===== src/rtl/ap_eval_pkg.sv =====
// Shared definitions for the approximate-multiplier evaluation blocks:
// run-control FSM states, drain length and width helpers.
package ap_eval_pkg;

  typedef enum logic [1:0] {
    IDLE  = 2'd0,
    RUN   = 2'd1,
    DRAIN = 2'd2,
    DONE  = 2'd3
  } ap_state_e;

  // Cycles spent flushing the two-stage datapath after the last accept.
  localparam int DRAIN_CYC = 2;

  // Width of an error distance between two PW-bit products.
  function automatic int ed_width(input int pw);
    return pw;
  endfunction

  // Width of a counter that must be able to hold the value n.
  function automatic int cnt_width(input int n);
    return $clog2(n + 1);
  endfunction

endpackage


===== src/rtl/ap_err_monitor_if.sv =====
// Product-pair stream: a source presents (exact, approx) with valid,
// the monitor accepts with ready.
interface ap_err_monitor_if #(
  parameter int PW = 16
);
  logic          valid;
  logic          ready;
  logic [PW-1:0] exact;
  logic [PW-1:0] approx;

  modport master (output valid, output exact, output approx, input ready);
  modport slave  (input valid, input exact, input approx, output ready);
endinterface


===== src/rtl/ap_abs_diff.sv =====
// Combinational error distance |a-b| and inequality flag for one pair.
module ap_abs_diff #(
  parameter int W = 16
) (
  input  logic [W-1:0] a_i,
  input  logic [W-1:0] b_i,
  output logic [W-1:0] diff_o,
  output logic         neq_o
);

  // Subtract the smaller from the larger so the result never wraps.
  always_comb begin
    diff_o = '0;
    if (a_i > b_i) begin
      diff_o = a_i - b_i;
    end else begin
      diff_o = b_i - a_i;
    end
    neq_o = (a_i != b_i);
  end

endmodule


===== src/rtl/ap_err_monitor.sv =====
// Error statistics over a run of N_SAMPLES (exact, approx) pairs:
// error count, saturating ED sum and maximum ED, behind a 2-stage pipeline.
module ap_err_monitor
  import ap_eval_pkg::*;
#(
  parameter  int PW        = 16,
  parameter  int N_SAMPLES = 65536,
  parameter  int ACC_W     = 32,
  localparam int CW        = cnt_width(N_SAMPLES)
) (
  input  logic             clk,
  input  logic             rst_n,
  input  logic             start_i,
  ap_err_monitor_if.slave  s_if,
  output logic             busy_o,
  output logic             done_o,
  output logic [CW-1:0]    sample_cnt_o,
  output logic [CW-1:0]    err_cnt_o,
  output logic [ACC_W-1:0] sum_ed_o,
  output logic             sum_sat_o,
  output logic [PW-1:0]    max_ed_o
);

  localparam int                EW         = ed_width(PW);
  localparam int                DW         = cnt_width(DRAIN_CYC);
  localparam logic [CW-1:0]     LAST_CNT   = CW'(N_SAMPLES - 1);
  localparam logic [DW-1:0]     DRAIN_LAST = DW'(DRAIN_CYC - 1);
  localparam logic [ACC_W-1:0]  ACC_MAX    = {ACC_W{1'b1}};

  ap_state_e        state_q, state_d;
  logic [DW-1:0]    drain_q, drain_d;
  logic             accept_s, clear_s;
  logic [EW-1:0]    ed_s;
  logic             neq_s;
  logic             s1_vld_q, s1_neq_q;
  logic [EW-1:0]    s1_ed_q;
  logic [CW-1:0]    cnt_q, err_q;
  logic [ACC_W-1:0] sum_q;
  logic             sat_q;
  logic [EW-1:0]    max_q;
  logic [ACC_W:0]   sum_ext_s;

  ap_abs_diff #(.W(PW)) u_abs_diff (
    .a_i    (s_if.exact),
    .b_i    (s_if.approx),
    .diff_o (ed_s),
    .neq_o  (neq_s)
  );

  // Run-control next state: start in IDLE, count accepts, fixed drain, one-cycle DONE.
  always_comb begin
    state_d  = state_q;
    drain_d  = drain_q;
    accept_s = 1'b0;
    clear_s  = 1'b0;
    case (state_q)
      IDLE: begin
        if (start_i) begin
          state_d = RUN;
          clear_s = 1'b1;
        end else begin
          state_d = IDLE;
        end
      end
      RUN: begin
        accept_s = s_if.valid;
        if (accept_s && (cnt_q == LAST_CNT)) begin
          state_d = DRAIN;
          drain_d = '0;
        end else begin
          state_d = RUN;
        end
      end
      DRAIN: begin
        if (drain_q == DRAIN_LAST) begin
          state_d = DONE;
        end else begin
          drain_d = drain_q + DW'(1);
        end
      end
      DONE:    state_d = IDLE;
      default: state_d = IDLE;
    endcase
  end

  // State and drain-counter registers.
  always_ff @(posedge clk or negedge rst_n) begin
    if (!rst_n) begin
      state_q <= IDLE;
      drain_q <= '0;
    end else begin
      state_q <= state_d;
      drain_q <= drain_d;
    end
  end

  // Stage 1: capture ED and inequality of each accepted pair; count accepts.
  always_ff @(posedge clk or negedge rst_n) begin
    if (!rst_n) begin
      s1_vld_q <= 1'b0;
      s1_neq_q <= 1'b0;
      s1_ed_q  <= '0;
      cnt_q    <= '0;
    end else if (clear_s) begin
      s1_vld_q <= 1'b0;
      cnt_q    <= '0;
    end else begin
      s1_vld_q <= accept_s;
      if (accept_s) begin
        s1_ed_q  <= ed_s;
        s1_neq_q <= neq_s;
        cnt_q    <= cnt_q + CW'(1);
      end
    end
  end

  assign sum_ext_s = {1'b0, sum_q} + (ACC_W + 1)'(s1_ed_q);

  // Stage 2: fold the registered pair into the run accumulators.
  always_ff @(posedge clk or negedge rst_n) begin
    if (!rst_n) begin
      err_q <= '0;
      sum_q <= '0;
      sat_q <= 1'b0;
      max_q <= '0;
    end else if (clear_s) begin
      err_q <= '0;
      sum_q <= '0;
      sat_q <= 1'b0;
      max_q <= '0;
    end else if (s1_vld_q) begin
      err_q <= err_q + CW'(s1_neq_q);
      if (sum_ext_s[ACC_W]) begin
        sum_q <= ACC_MAX;
        sat_q <= 1'b1;
      end else begin
        sum_q <= sum_ext_s[ACC_W-1:0];
      end
      if (s1_ed_q > max_q) begin
        max_q <= s1_ed_q;
      end
    end
  end

  assign s_if.ready   = (state_q == RUN);
  assign busy_o       = (state_q == RUN) || (state_q == DRAIN);
  assign done_o       = (state_q == DONE);
  assign sample_cnt_o = cnt_q;
  assign err_cnt_o    = err_q;
  assign sum_ed_o     = sum_q;
  assign sum_sat_o    = sat_q;
  assign max_ed_o     = max_q;

endmodule


===== src/flat_wrapper.sv =====
// flat-port wrapper written by rule: the top's interface ports become plain ports
module ap_err_monitor_flat import ap_eval_pkg::*;
#(
  parameter  int PW        = 16,
  parameter  int N_SAMPLES = 65536,
  parameter  int ACC_W     = 32,
  localparam int CW        = cnt_width(N_SAMPLES)
)
  (clk, rst_n, start_i, busy_o, done_o, sample_cnt_o, err_cnt_o, sum_ed_o, sum_sat_o, max_ed_o, s_if_valid, s_if_exact, s_if_approx, s_if_ready);
  ap_err_monitor_if #(.PW(PW)) s_if_i ();
  input  logic clk;
  input  logic rst_n;
  input  logic start_i;
  output logic busy_o;
  output logic done_o;
  output logic [CW-1:0] sample_cnt_o;
  output logic [CW-1:0] err_cnt_o;
  output logic [ACC_W-1:0] sum_ed_o;
  output logic sum_sat_o;
  output logic [PW-1:0] max_ed_o;
  input wire logic [$bits(s_if_i.valid)-1:0] s_if_valid;
  input wire logic [$bits(s_if_i.exact)-1:0] s_if_exact;
  input wire logic [$bits(s_if_i.approx)-1:0] s_if_approx;
  output wire logic [$bits(s_if_i.ready)-1:0] s_if_ready;
  assign s_if_i.valid = s_if_valid;
  assign s_if_i.exact = s_if_exact;
  assign s_if_i.approx = s_if_approx;
  assign s_if_ready = s_if_i.ready;
  ap_err_monitor #(.PW(PW), .N_SAMPLES(N_SAMPLES), .ACC_W(ACC_W)) u_core (.clk(clk), .rst_n(rst_n), .start_i(start_i), .s_if(s_if_i), .busy_o(busy_o), .done_o(done_o), .sample_cnt_o(sample_cnt_o), .err_cnt_o(err_cnt_o), .sum_ed_o(sum_ed_o), .sum_sat_o(sum_sat_o), .max_ed_o(max_ed_o));
endmodule

===== config.mk =====
export PLATFORM = sky130hd
export DESIGN_NAME = ap_err_monitor_flat
export DESIGN_NICKNAME = d
export VERILOG_FILES = /design/src/rtl/ap_eval_pkg.sv /design/src/rtl/ap_err_monitor_if.sv /design/src/rtl/ap_abs_diff.sv /design/src/rtl/ap_err_monitor.sv /design/src/flat_wrapper.sv
export SDC_FILE = /design/constraint.sdc
export NUM_CORES = 1
export LEC_CHECK = 0
export ABC_AREA = 1
export ABC_CLOCK_PERIOD_IN_PS = 2400
export CAP_MARGIN = 25
export CELL_PAD_IN_SITES_DETAIL_PLACEMENT = 1
export CELL_PAD_IN_SITES_GLOBAL_PLACEMENT = 2
export CORE_UTILIZATION = 31
export DETAILED_ROUTE_END_ITERATION = 16
export PLACE_DENSITY = 0.87
export RECOVER_POWER = 25
export SETUP_SLACK_MARGIN = 0.3
export SLEW_MARGIN = 30
export SYNTH_ARGS = -nofsm -noshare
export SYNTH_HDL_FRONTEND = slang
export SYNTH_HIERARCHICAL = 1
export SYNTH_SLANG_ARGS = --single-unit

===== constraint.sdc =====
create_clock -name clk -period 2.4 [get_ports clk]
set_input_delay 0.24 -clock clk [delete_from_list [all_inputs] [get_ports clk]]
set_output_delay 0.24 -clock clk [all_outputs]
set_load 0.02 [all_outputs]

# After elaboration in Yosys (flattened, before gate mapping)
# Cells that the tools add are included.
[classes]
addsub = 6
mul = 0
n_div = 0
order_cmp = 2
n_eq_ne = 9
n_shift = 0
n_mux = 25
bitwise = 1
n_reduce_logical = 12
[op_table]
columns = ["cell", "count"]
rows = [
  ["$mux W32", 3],
  ["$mux W17", 4],
  ["$mux W16", 4],
  ["$add A32 B16 Y33", 1],
  ["$gt A16 B16 Y1", 2],
  ["$sub A16 B16 Y16", 2],
  ["$add A17 B1 Y17", 1],
  ["$add A17 B1 Y17 const B", 1],
  ["$eq A17 B16 Y1 const B", 1],
  ["$ne A16 B16 Y1", 1],
  ["$reduce_bool A2 Y1", 5],
  ["$mux W1", 8],
  ["$mux W2", 4],
  ["$pmux W2 S4", 1],
  ["$reduce_and A2 Y1", 3],
  ["$eq A2 B1 Y1 const B", 2],
  ["$eq A2 B2 Y1 const B", 2],
  ["$ne A2 B1 Y1 const B", 2],
  ["$pmux W2 S2", 1],
  ["$reduce_and A3 Y1", 1],
  ["$add A2 B1 Y2 const B", 1],
  ["$logic_not A2 Y1", 1],
  ["$ne A2 B2 Y1 const B", 1],
  ["$logic_and A1 B1 Y1", 1],
  ["2 further kinds", 2],
]
[totals]
ff_bits = 105
latchBits = 0
ramBits = 0
romBits = 0
in_bits = 36
output_inout_bits = 86
wordCells = 65
memories = 0

# Logic depth before layout (Yosys ltp)
[depth]
depth_word = 4
mapped_depth = 17
ltp_nobuf = 16

# By module
# Netlist, hierarchy kept.
[by_module_without_submodules]
columns = ["mod", "n_inst", "cells_per_inst", "area_each_um2", "seq_area_each_um2"]
rows = [
  ["ap_err_monitor", 1, 942, 6789.0, 2627.5],
  ["ap_abs_diff", 1, 413, 2138.3, 0.0],
]

# Least setup slack after synthesis
# OpenSTA, ideal clock, no wires.
[synth_path]
path_type = "flip-flop to flip-flop"
start = "reg u_core.sum_q[0] (netlist: u_core/sum_ed_o[0])"
end = "reg u_core.sum_q[12] (netlist: u_core/sum_ed_o[12])"
setup_time_ps = 122
arrival_time_ps = 2022
required_ps = 2278
slack_ps = 256
stages_incl_launch_ff = 12
n_path_buf = 1
synth_period_minus_slack_ps = 2144
path_cell_list = "dfrtp_1 -> ha_1 -> fa_1 -> nand3_1 -> nand3_2 -> nand2_1 -> nand3_2 -> nand3_1 -> nand2_4 -> nand2_4 -> buf_6 -> nand3_2"
[synth_via]
elab_chain_len = 4
[synth_rtl]
columns = ["item", "line", "source"]
rows = [
  ["start, declared", "ap_err_monitor.sv:38", "logic [ACC_W-1:0] sum_q;"],
  ["start signal, assigned", "ap_err_monitor.sv:137", "sum_q <= sum_ext_s[ACC_W-1:0];"],
  ["$add A32 B16 Y33", "ap_err_monitor.sv:117", "assign sum_ext_s = {1'b0, sum_q} + (ACC_W + 1)'(s1_ed_q);"],
  ["$mux W32", "ap_err_monitor.sv:133", "if (sum_ext_s[ACC_W]) begin"],
  ["$mux W32", "ap_err_monitor.sv:131", "end else if (s1_vld_q) begin"],
  ["$mux W32", "ap_err_monitor.sv:126", "end else if (clear_s) begin"],
]
# No other way between the ends. The select of a mux whose other input is x is not followed.
# A chain may end at the register's enable or synchronous reset.

# Worst setup path after layout
[layout_path]
start = "reg u_core.s1_ed_q[8]"
end = "reg u_core.sum_q[26] (netlist: u_core/sum_ed_o[26])"
[layout_via]
elab_chain_len = 4
[layout_rtl]
columns = ["item", "line", "source"]
rows = [
  ["start, declared", "ap_err_monitor.sv:36", "logic [EW-1:0] s1_ed_q;"],
  ["start signal, assigned", "ap_err_monitor.sv:110", "s1_ed_q <= ed_s;"],
  ["$add A32 B16 Y33", "ap_err_monitor.sv:117", ""],
  ["$mux W32", "ap_err_monitor.sv:133", ""],
  ["$mux W32", "ap_err_monitor.sv:131", ""],
  ["$mux W32", "ap_err_monitor.sv:126", ""],
]
# No other way between the ends. The select of a mux whose other input is x is not followed.

==> impl_metrics.toml <==
[sta]
hold_ws_ns = 0.4535
setup_tns_ns = 0
rsz0062_at_grt = "true"
slew_viol_final = 0
setup-violations-final = 0
max-slew-margin-rel_pct = 4.678
hold_violations = 0
finalCritPeriodShare_pct = 84.54
layout_setup_ws_ns = 0.3710
worst_slew_pin_slew_ns = 1.430
clock.fmax_mhz = 492.9
fin_crit_ns = 2.029
fin_skew_ns = 0.01559

[detailed_routing]
ant_nets = 0
wl_mm = 28.56
vias = 9046
vias_per_cell = 4.776
drtPass1Iterations = 4
remaining_drc_errors = 0
avgRoutedWirePerCell_um = 15.08
drt_first_iter_violations = 318

[cts]
h-tree-depth = 3
cts_sinks = 105
clockBufferDepth = 2
clock_latency_ns = 0.37
cts_root_buffer = "clkbuf_16"
clkTransAtPathRegs_ns = 0.08
cts_tree = "yes"
cts_inserted_buffers = 9

[critical_path]
worst_path_largest_cell_delay_ns = 0.46
cpMostUsedCell = "nand3_1"
crit_required_ns = 2.66
cp_max_fo = 4
ff2ff_path_depth = 10
end_kind = "register"
cp.arrival_ns = 2.29
crit_chain = "ha_2 > nand2_2 > nor2_4 > nand3_1 > nand3_1 > nand2_1 > nand2_1 > nand3_1 > nand3_1 > nand2_1"
critPathKind = "register to register"
worst_setup_path_start_kind = "register"
critPathSlowestCell = "dfrtp_2"

[placement]
dp.cells = 1869
port_buffers = 121
placed_area_mm2 = 0.01085
dp_hpwl_mm = 22.62
dpl_worst_slack_ns = -0.1627
gp_congestion = 0.8566

[layout]
diodes = 0
stdcell_area_mm2 = 0.01170
fin_nets = 1623
drive_gt1_share_pct = 13.72
post-route-util_pct = 41.65
final_cells = 1894
areaGrowthSynthToFinish_pct = 31.04
final.fill_count = 3614

[logic_synthesis]
synth_edf_count = 0
ys.flop_type = "dfrtp_1"
postSynthAreaPerCell_um2 = 6.588
async_flop_share_pct = 100.0
synthCells = 1355
seq_area_frac_synth_pct = 29.43
syn-num-nets = 1467
synth_area_mm2 = 0.008927
ys_types = 46
ys_seq_elements = 105
synth_warnings = 6

[die]
initial_core_util_pct = 31.78
die-width_um = 171.7
core-area_mm2 = 0.02809
die_y_um = 171.7
die-area_mm2 = 0.02948
rows = 61
ios = 122

[pwr]
switchingPower_mw = 4.700
power.total_mw = 9.833
leakage_nw = 6.074
p_clk_share_pct = 15.9
max-vdd-ir-drop_mv = 0.4070
swShare_pct = 47.80
combPwrFrac_pct = 55.8
p_int_mw = 5.133
pwr_density_cell_mw_per_mm2 = 840.5
seqPwrFrac_pct = 28.3

[outcome]
outcome = "finished clean"

[grt]
grtUsageTotal_pct = 19.83
grt_remaining_overflow = 0
grt_pass1_vias = 9320
grt_max_degree = 82
grt_antenna_before_repair = 0
grt_pass1_wl_mm = 46.34

[worst_hold_path]
hold-path-cell-count = 5
hold_path.class = "input pin to register"

[flow_run]
cap_violations = 0
## power by group through the flow
| stage | clock network [mW] | logic, mW | registers (mW) |
|---|---|---|---|
| 2_1_floorplan | 0 | 3.00 | 2.80 |
| 3_3_place_gp | 0 | 4.90 | 2.72 |
| 3_5_place_dp | 0 | 5.00 | 2.73 |
| 4_1_cts | 1.61 | 5.09 | 2.71 |
| 5_1_grt | 1.67 | 6.14 | 2.84 |
| 6_report | 1.56 | 5.49 | 2.79 |
## cell type report
class | count | area (um2) | share of cell area [%]
multi-input combinational | 988 | 5720 | 48.90
sequential | 105 | 2639 | 22.56
timing repair buffer | 176 | 1693 | 14.47
inverter | 231 | 869.6 | 7.433
tap | 378 | 473.0 | 4.043
clock buffer | 9 | 225.2 | 1.925
clock inverter | 7 | 78.83 | 0.6738
## synth_stat cells (2+ instances only)
| cell | count | area share (%) |
|---|---|---|
| xnor2_1 | 7 | 0.69 |
| nor2_2 | 3 | 0.21 |
| ha_1 | 73 | 10 |
| a21oi_1 | 57 | 3.2 |
| nor3b_1 | 2 | 0.17 |
| nor3_2 | 2 | 0.22 |
| and2_1 | 3 | 0.21 |
| nand3_2 | 11 | 1.2 |
| buf_1 | 4 | 0.17 |
| a22oi_1 | 14 | 1.2 |
| inv_1 | 223 | 9.4 |
| inv_2 | 8 | 0.34 |
| buf_8 | 2 | 0.34 |
| nand2_2 | 14 | 0.98 |
| buf_4 | 6 | 0.50 |
| o21ai_0 | 24 | 1.3 |
| dfrtp_1 | 105 | 29 |
| nor2_1 | 69 | 2.9 |
| nand2_4 | 3 | 0.38 |
| nand4_1 | 35 | 2.5 |
| a211oi_1 | 2 | 0.17 |
| buf_6 | 2 | 0.25 |
| fa_1 | 3 | 0.67 |
| o21ai_2 | 7 | 0.69 |
| clkbuf_2 | 3 | 0.17 |
| o22ai_1 | 2 | 0.14 |
| a22o_1 | 2 | 0.20 |
| nand3_1 | 106 | 5.9 |
| clkbuf_1 | 8 | 0.34 |
| and3_1 | 2 | 0.14 |
| nor3_1 | 24 | 1.3 |
| nand2_1 | 485 | 20 |
| o21ai_1 | 2 | 0.11 |
| xor2_1 | 21 | 2.1 |
| nor4_1 | 5 | 0.35 |
| buf_2 | 6 | 0.34 |
## final timing paths
check	start	endpoint	slack, ns
min in group asynchronous	rst_n	u_core/sum_ed_o[28]	0.74
max reg2reg	u_core/s1_ed_q[8]	u_core/sum_ed_o[26]	0.37
max	u_core/s1_ed_q[8]	u_core/sum_ed_o[26]	0.37
min reg2reg	u_core/sum_sat_o	u_core/sum_sat_o	0.49
min	s_if_approx[0]	u_core/s1_ed_q[0]	0.45
max in group asynchronous	rst_n	u_core/s1_ed_q[6]	0.61
## layer usage
layer,wire [um],part of all wire [%],GRT usage (%),up-vias
met5,0,0,0,-
met4,461,1.6,6.522,0
met3,581,2.0,1.289,24
met2,14340,50,35.49,122
met1,13170,46,25.14,4312
li1,-,-,-,4588
## timing repair
item	CTS	global route
endpoints found under the hold margin	105	0
hold buffers	1	0
buffers inserted	2	6
setup endpoints to repair	65	73
resized for setup	15	95
pin swaps	2	9
## sequential cells by signal, summed over array words and instances (netlist names), 2 cells and up, named ones only
name                 flops
u_core/max_ed_o         16
u_core/err_cnt_o        17
u_core/sum_ed_o         32
u_core/sample_cnt_o     17
u_core/s1_ed_q          16
u_core/drain_q           2
## cell usage in the layout, fill, tap and decap left out, drive strengths merged
master / n
ha: 73
nand4: 35
or2: 1
clkinv: 2
a22oi: 14
a21oi: 57
and2: 3
and3: 2
xor2: 21
clkbuf: 12
buf: 52
a21o: 1
nand2: 502
nand3: 117
o21ai: 33
fa: 3
nor2: 73
dlymetal6s2s: 3
nor3: 27
nor4: 5
dlygate4sd3: 1
dlygate4sd2: 1
xnor2: 7
a31oi: 2
inv: 236
dfrtp: 105
nor3b: 2
a2bb2oi: 1
a211oi: 2
mux2i: 1
o22ai: 2
o21a: 1
a22o: 2
nand3b: 1
clkdlybuf4s50: 116
## kinds of logic (layout without fill, tap and decap cells)
| group | Yosys count | in the layout | synth area share (%) |
|---|---|---|---|
| compound gates | 115 | 115 | 7.596 |
| fa+ha+maj | 76 | 76 | 10.90 |
| mux | 1 | 1 | 0.1121 |
| flops | 105 | 105 | 29.43 |
| simple gates | 768 | 768 | 37.39 |
| xor+xnor | 28 | 28 | 2.747 |
| buf+inv | 262 | 423 | 11.81 |
## critical path, delay by kind of cell (launching register included)
family | cells | cell delay (ns)
simple gates | 9 | 1.05
fa+ha+maj | 1 | 0.40
flops | 1 | 0.46
Power figures use the tool's default switching activity.
